**config.mk**
```make
export PLATFORM = sky130hd
export DESIGN_NAME = imem_loader
export DESIGN_NICKNAME = d
export VERILOG_FILES = /design/src/rtl/imem_loader.sv
export SDC_FILE = /design/constraint.sdc
export NUM_CORES = 1
export LEC_CHECK = 0
export ABC_AREA = 1
export CORE_UTILIZATION = 50
export CTS_BUF_LIST = sky130_fd_sc_hd__clkbuf_4
export DETAILED_ROUTE_END_ITERATION = 8
export PLACE_DENSITY = 0.81
export SKIP_CTS_REPAIR_TIMING = 1
export SYNTH_ARGS = -nofsm -noshare
export SYNTH_HDL_FRONTEND = slang
export SYNTH_SLANG_ARGS = --single-unit
```
**constraint.sdc**
```tcl
create_clock -name clk -period 2.3 [get_ports clk]
set_clock_uncertainty 0.2 [all_clocks]
set_input_delay 0.23 -clock clk [delete_from_list [all_inputs] [get_ports clk]]
set_output_delay 0.23 -clock clk [all_outputs]
set_load 0.1 [all_outputs]
```
**src/rtl/imem_loader.sv**
```systemverilog
`default_nettype none
// -----------------------------------------------------------------------------
// imem_loader : streams 32-bit words into the byte-wide instruction memory
// Rev 1.0
// -----------------------------------------------------------------------------
module imem_loader #(
  parameter int MEM_SIZE = 1024,
  parameter int ADDR_W   = 32,
  parameter int CNT_W    = 16
) (
  input  logic              clk,
  input  logic              reset,
  input  logic              start,
  input  logic [ADDR_W-1:0] base_addr,
  input  logic              in_valid,
  input  logic [31:0]       in_data,
  input  logic              in_last,
  output logic              in_ready,
  output logic              mem_we,
  output logic [ADDR_W-1:0] mem_addr,
  output logic [7:0]        mem_wdata,
  output logic              cpu_stall,
  output logic              busy,
  output logic              done,
  output logic              error,
  output logic [CNT_W-1:0]  word_count
);

  typedef enum logic [2:0] {
    S_IDLE      = 3'd0,
    S_WAIT_WORD = 3'd1,
    S_WRITE     = 3'd2,
    S_DONE      = 3'd3,
    S_ERROR     = 3'd4
  } state_t;

  localparam logic [ADDR_W:0] c_mem_end = (ADDR_W+1)'(MEM_SIZE);

  state_t            r_state;
  logic [ADDR_W-1:0] r_addr;
  logic [31:0]       r_data;
  logic [1:0]        r_byte_idx;
  logic              r_last;

  logic [ADDR_W:0]   w_addr_end;
  logic              w_overflow;
  logic [1:0]        w_next_idx;

  // One extra bit so a word straddling the top of the address space is caught
  assign w_addr_end = {1'b0, r_addr} + (ADDR_W+1)'(4);
  assign w_overflow = w_addr_end > c_mem_end;
  assign w_next_idx = r_byte_idx + 2'd1;

  always_ff @(posedge clk) begin
    if (reset) begin
      r_state    <= S_IDLE;
      r_addr     <= '0;
      r_data     <= '0;
      r_byte_idx <= '0;
      r_last     <= 1'b0;
      in_ready   <= 1'b0;
      mem_we     <= 1'b0;
      mem_addr   <= '0;
      mem_wdata  <= '0;
      cpu_stall  <= 1'b0;
      busy       <= 1'b0;
      done       <= 1'b0;
      error      <= 1'b0;
      word_count <= '0;
    end else begin
      mem_we <= 1'b0;
      done   <= 1'b0;
      case (r_state)
        S_IDLE, S_ERROR: begin
          if (start) begin
            cpu_stall <= 1'b1;
            if (base_addr[1:0] != 2'b00) begin
              r_state  <= S_ERROR;
              error    <= 1'b1;
              busy     <= 1'b0;
              in_ready <= 1'b0;
            end else begin
              r_state    <= S_WAIT_WORD;
              r_addr     <= base_addr;
              word_count <= '0;
              error      <= 1'b0;
              busy       <= 1'b1;
              in_ready   <= 1'b1;
            end
          end
        end
        S_WAIT_WORD: begin
          if (in_valid && in_ready) begin
            in_ready <= 1'b0;
            if (w_overflow) begin
              r_state <= S_ERROR;
              error   <= 1'b1;
              busy    <= 1'b0;
            end else begin
              // Byte 0 goes out straight from the handshake; the rest from r_data
              r_state    <= S_WRITE;
              r_data     <= in_data;
              r_last     <= in_last;
              r_byte_idx <= 2'd0;
              mem_we     <= 1'b1;
              mem_addr   <= r_addr;
              mem_wdata  <= in_data[7:0];
            end
          end
        end
        S_WRITE: begin
          if (r_byte_idx == 2'd3) begin
            r_addr <= r_addr + ADDR_W'(4);
            if (word_count != {CNT_W{1'b1}}) begin
              word_count <= word_count + CNT_W'(1);
            end
            if (r_last) begin
              r_state   <= S_DONE;
              done      <= 1'b1;
              busy      <= 1'b0;
              cpu_stall <= 1'b0;
            end else begin
              r_state  <= S_WAIT_WORD;
              in_ready <= 1'b1;
            end
          end else begin
            r_byte_idx <= w_next_idx;
            mem_we     <= 1'b1;
            mem_addr   <= mem_addr + ADDR_W'(1);
            mem_wdata  <= r_data[{w_next_idx, 3'b000} +: 8];
          end
        end
        S_DONE: begin
          r_state <= S_IDLE;
        end
        default: begin
          r_state <= S_IDLE;
        end
      endcase
    end
  end

endmodule
`default_nettype wire

```
==> results.sh <==
export IMPL_status="complete, but fails checks"
export IMPL_violations="negative setup slack"
export IMPL_r2r_start="r_addr[3]"
export IMPL_grt_use_total_pct=29.18
export IMPL_stdcell_area_mm2=0.01108
export IMPL_arrival_ps=2960
export IMPL_synth_distinct_cells=39
export IMPL_worstPathMaxFanout=9
export IMPL_synth_seq_area_share_pct=34.15
export IMPL_ys_flop_type="dfxtp_1"
export IMPL_dr_total_vias=9211
export IMPL_clk_path_buf_depth=2
export IMPL_num_nets_final=1585
export IMPL_ioPinCount=131
export IMPL_row_count=45
export IMPL_hold_ws_ps=14.82
export IMPL_cts_htree_levels=4
export IMPL_hold_path_class="input port to flop"
export IMPL_vdd_drop_max_uv=481.1
export IMPL_layout_common_cells="nand2_1 (339), nor2_1 (205), buf_4 (192), inv_1 (125), a21oi_1 (82)"
export IMPL_worstRegToRegCells=19
export IMPL_syn_cell_area_mm2=0.007737
export IMPL_async_flop_share_pct=0
export IMPL_core_mm2=0.01515
export IMPL_numCtsBuffers=17
export IMPL_clock_fmax_ghz=0.3728
export IMPL_area_growth_pct=43.18
export IMPL_hold_depth=3
export IMPL_drt_iter0_drc=607
export IMPL_holdPathEnd="r_data[29]"
export IMPL_drv_cap=0
export IMPL_slew_violations=0
export IMPL_antenna_found_initial=1
export IMPL_insertion_delay_ps=580
export IMPL_final_util_pct=73.14
export IMPL_ys_ff_latch=132
export IMPL_finalSetupViolations=80
export IMPL_wl_mm=25.24
export IMPL_ff2ff_setup_slack_ps=-380
export IMPL_clockRootBuffer="clkbuf_4"
export IMPL_grt_max_degree=67
export IMPL_num_fill_cells=1193
export IMPL_dieHeight_um=126.4
export IMPL_portBuffers=130
export IMPL_die_x_um=126.4
export IMPL_syn_num_nets=1339
export IMPL_post_route_cells_drive_above_1_share_pct=26.30
export IMPL_powerDensity_mw_per_mm2=504.7
export IMPL_finalCriticalPeriod_ps=2683
export IMPL_relSlewSlack_pct=69.31
export IMPL_pre_cts_ws_ps=-314.1
export IMPL_r2r_end="r_data[11]"
export IMPL_cp_required_ps=2580
export IMPL_worstMarginPinSlew_ps=460.4
export IMPL_yosysWarnings=0
export IMPL_rsz0062_at_grt="true"
export IMPL_clock_sinks=132
export IMPL_syn_avg_cell_area_um2=6.112
export IMPL_dieArea_mm2=0.01598
export IMPL_post_route_period_util_pct=116.6
export IMPL_placed_area_mm2=0.01009
export IMPL_grt_ovfl_total=0
export IMPL_final_common_cell="nand2_1"
export IMPL_gp_congestion=0.9853
export IMPL_netlist_instances=1266
export IMPL_start_util_pct=51.09
export IMPL_dpl_hpwl_mm=16.55
export IMPL_cts_tree="yes"
export IMPL_min_from="in_data[29]"
export IMPL_grt_pass1_vias=7981
export IMPL_p_leak_nw=5.080
export IMPL_routedWlPerCell_um=14.72
export IMPL_dr_pass1_iters=5
export IMPL_route_detailed_drc=0
export IMPL_crit_path_start_kind="flop"
export IMPL_viasPerCell=5.374
export IMPL_ant_nets=0
export IMPL_grt_pass1_wl_mm=37.28
export IMPL_clk_pin_slew_ps=130
export IMPL_worst_slack_ps=-382.7
export IMPL_path_class="flop to flop"
export IMPL_synth_edf_count=0
export IMPL_hold_violations=0
export IMPL_endpoint_kind="flop"
==> per-layer routing <==
metal | wire [µm] | global-route usage [%] | up-vias
met2 | 11940 | 49.43 | 366
met4 | 882 | 11.06 | 0
met5 | 0 | 0 | -
met3 | 1705 | 5.905 | 80
li1 | - | - | 4533
met1 | 10700 | 36.56 | 4232
==> per-stage QoR <==
stage | TNS [ps] | total power, mW | std cells
floorplan | -291.7 | 3.452 | 1266
global placement | -18600 | 3.960 | 1652
detailed placement | -20680 | 3.976 | 1652
CTS | -23010 | 5.473 | 1684
global route | -34280 | 5.816 | 1714
finish | -25020 | 5.591 | 1714
==> where the power goes <==
part / internal, mW / leakage (nW) / switching, mW
Combinational: 0.558 / 3.83 / 0.985
Sequential: 2.39 / 1.10 / 0.122
Clock: 0.546 / 0.149 / 0.989
Total: 3.49 / 5.08 / 2.10
==> how the worst max path moves through the flow <==
stage	from	end	slack [ps]
floorplan	mem_addr[1]	mem_addr[26]	-40
global placement	r_addr[15]	r_data[12]	-280
detailed placement	r_addr[3]	mem_addr[20]	-310
CTS	r_addr[3]	mem_addr[20]	-340
global route	r_addr[3]	r_data[7]	-520
finish	r_addr[3]	r_data[11]	-380
==> state kept, by name, summed over array words and instances, names as in the netlist <==
signal / cells
r_addr: 32
r_byte_idx: 2
mem_we: 1
busy: 1
r_data: 32
done: 1
mem_addr: 32
word_count: 16
r_state: 3
mem_wdata: 8
cpu_stall: 1
r_last: 1
error: 1
in_ready: 1
==> cell usage after synthesis (all sizes together) (2+ instances only) <==
master,count,area (µm²)
inv,127,476.7
nor2,247,972.2
xnor2,9,78.83
nand4,10,62.56
a221oi,19,166.4
mux2i,7,70.07
a21oi,84,424.2
o21ai,69,345.3
a211oi,6,45.04
o21a,2,15.01
xor2,19,166.4
clkbuf,43,161.4
a31oi,4,25.02
ha,4,50.05
nand3,62,315.3
or2,4,25.03
nor3,22,110.1
dfxtp,132,2643
o31ai,3,22.52
nand2,370,1404
nand3b,4,30.03
buf,13,82.57
==> layout make-up <==
type                       instances  area (µm²)  area share [%]
sequential                       132        2753           24.85
multi-input combinational        951        4792           43.26
antenna                            1       2.502         0.02259
clock buffer                      17       127.6           1.152
timing repair buffer             283        2560           23.11
inverter                         127       479.2           4.326
clock inverter                    15       128.9           1.163
tap                              188       235.2           2.123
==> kinds of logic after synthesis <==
| group | share of synthesized area [%] |
|---|---|
| XOR/XNOR | 3.170 |
| flip-flops | 34.15 |
| adder cells (fa/ha/maj) | 0.6469 |
| AO/OA/AOI/OAI | 13.83 |
| multiplexers | 0.9056 |
| buffers and inverters | 9.314 |
| AND/OR/NAND/NOR | 37.99 |
==> critical path, stage by stage (launching register included) <==
cell	delay, ps
dfxtp_4	390
buf_6	110
nand2_2	70
nor2_4	190
nand2_4	80
buf_12	130
nor2_4	100
nand2_1	60
nand2_1	50
nand2_1	70
inv_1	60
nand3b_1	120
inv_1	100
nand2_1	70
nor2_1	90
nand4_1	140
buf_6	200
clkbuf_16	170
nor2_1	110
nor2_1	60
Note: power is estimated with default switching activity, not from simulation.
==> patch, RTL diff (config.mk and constraints unchanged) <==
`CNT_W`: 16 -> 32.
--- a/src/rtl/imem_loader.sv
+++ b/src/rtl/imem_loader.sv
@@ -8,3 +8,3 @@
   parameter int ADDR_W   = 32,
-  parameter int CNT_W    = 16
+  parameter int CNT_W    = 32
 ) (
Interface: changed (resized word_count); port bits go from 131 to 147. No check against the original RTL was run, so the function may have changed too.
==> patch against the original RTL <==
The flow finishes with violations (hold timing, setup timing). Count of clock-buffer cells in the layout is 1 higher. Global-route usage is 1.8 points higher. Final area grew 13%. Synthesized area grew 14%. Sequential cell count rose by 16. Clock power rose by 18%. Power shrank 3.4%. Sequential power up 6%. Via count rose by 14%. Setup slack worse by 95 ps. Wire length up 18%. Critical endpoint is now mem_addr[29]$_SDFFE_PP0P_. Largest cell class unchanged. Largest power group unchanged.
==> patch: results <==
grt:
  grt_max_degree: 66
  grt_overflow: 0
  grt_first_pass_wirelength_um: 44800
  groute.usage.overall: 0.310
  grt_pass1_vias: 9094
worst_setup_path:
  r2r-end: "mem_addr[29]$_SDFFE_PP0P_"
  crit_type: "reg2reg"
  rr_worst_depth: 18
  cp.arrival_ps: 3120
  crit_family: "simple AND/OR/NAND/NOR gates"
  max_stage_delay_ps: 400
  cp_max_fo: 12
finish:
  final-clk-cell-share: 0.0238
  buffer_area_frac: 0.223
  drive_gt1_frac: 0.265
  fin_area_mm2: 0.0125
  clock_buffers: 18
  multi_input_gates: 1066
  fill_cells: 1461
  seqCellArea_mm2: 0.00311
  n_all_inverters: 147
  num-nonclk-buffers: 317
  multi_input_area_share: 0.438
  fin_nets: 1770
  seq_cells: 148
logic_synthesis:
  synthTopCellsByArea: "dfxtp_1 34%, nand2_1 16%, nor2_1 9.2%, nand3_1 8.0%, inv_1 5.9%"
  synthTopCellsByCount: "376 x nand2_1, 215 x nor2_1, 148 x dfxtp_1"
  async_flop_share: 0
  ys_seq_area_frac: 0.337
  syn_area_per_cell_um2: 6.17
  yosys.cell_types.count: 41
  syn_nets: 1497
place:
  gp_congestion: 0.992
  place_area_mm2: 0.0114
  dp_hpwl_um: 20500
  dp_slack_ps: -515
  portBuffers: 146
run_status:
  violations: "hold timing, setup timing"
  status: "complete, but fails checks"
routing:
  dr_total_vias: 10495
  routed_wl_um: 29800
  post_drt_wl_per_cell_um: 15.4
  drt_pass1_iterations: 7
  drtIter0Drc: 981
timing:
  fin_hold_ws_ps: -4.31
  setup_violations: 80
  tns_ps: -32560
  worst_slew_pin_slew_ps: 738
  hold_viol: 1
  worst_slack_ps: -478
pwr:
  leakage_nw: 5.47
  vdd_drop_max_uv: 602
clock_tree:
  clkSlewWorstSetupHoldPaths_ps: 150
[patch: cell types whose count changed after synthesis, sizes merged, moves of 14 or more]
cell	before	now
a21oi	84	100
dfxtp	132	148
inv	127	144
nand3	62	141
nand4	10	24
nor2	247	224
nor3	22	37
[patch: worst register-to-register path: stages, from the launching register on]
cell       delay (ps)
dfxtp_4           400
ha_4              150
nand2_4            60
nor2_4            140
nand3_4           140
nor2_4            180
nor2_2             50
nor2_2            160
buf_4             150
nand3_4            80
nor2_1            110
nand2_1            60
nand2_2           120
nand4_4           120
buf_12            180
clkbuf_16         180
nand3_1            80
nand2_1            70
nor2_1            100
[patch: report_power, final]
group	internal [mW]	leakage, nW	switching [mW]
Sequential	2.59	1.24	0.0563
Clock	0.690	0.163	1.12
Combinational	0.402	4.07	0.541
Total	3.69	5.47	1.71
[patch: cell families after synthesis]
group                    synth area share
AO/OA/AOI/OAI                       0.140
XOR/XNOR                           0.0269
adder cells (fa/ha/maj)           0.00569
buffers and inverters              0.0948
flip-flops                          0.337
AND/OR/NAND/NOR                     0.395
[patch: worst min-delay path by stage]
stage	start	endpoint	slack, ps	depth (start not counted)
after floorplan	base_addr[2]	r_addr[2]$_SDFFE_PP0P_	180	2
after global placement	busy$_SDFFE_PP0P_	busy$_SDFFE_PP0P_	230	2
after detailed placement	word_count[3]$_SDFFE_PP0P_	word_count[3]$_SDFFE_PP0P_	240	1
after CTS	reset	word_count[0]$_SDFFE_PP0P_	-110	5
after global routing	in_data[29]	r_data[29]$_SDFFE_PP0P_	-7	3
final	in_data[21]	r_data[21]$_SDFFE_PP0P_	-4	3
[patch: layer usage]
layer  vias up  share of wire  GRT usage
li1       5204              -          -
met1      4805           0.42      0.402
met2       422           0.49      0.519
met3        64          0.063     0.0507
met4         0          0.031      0.114
met5         -              0          0
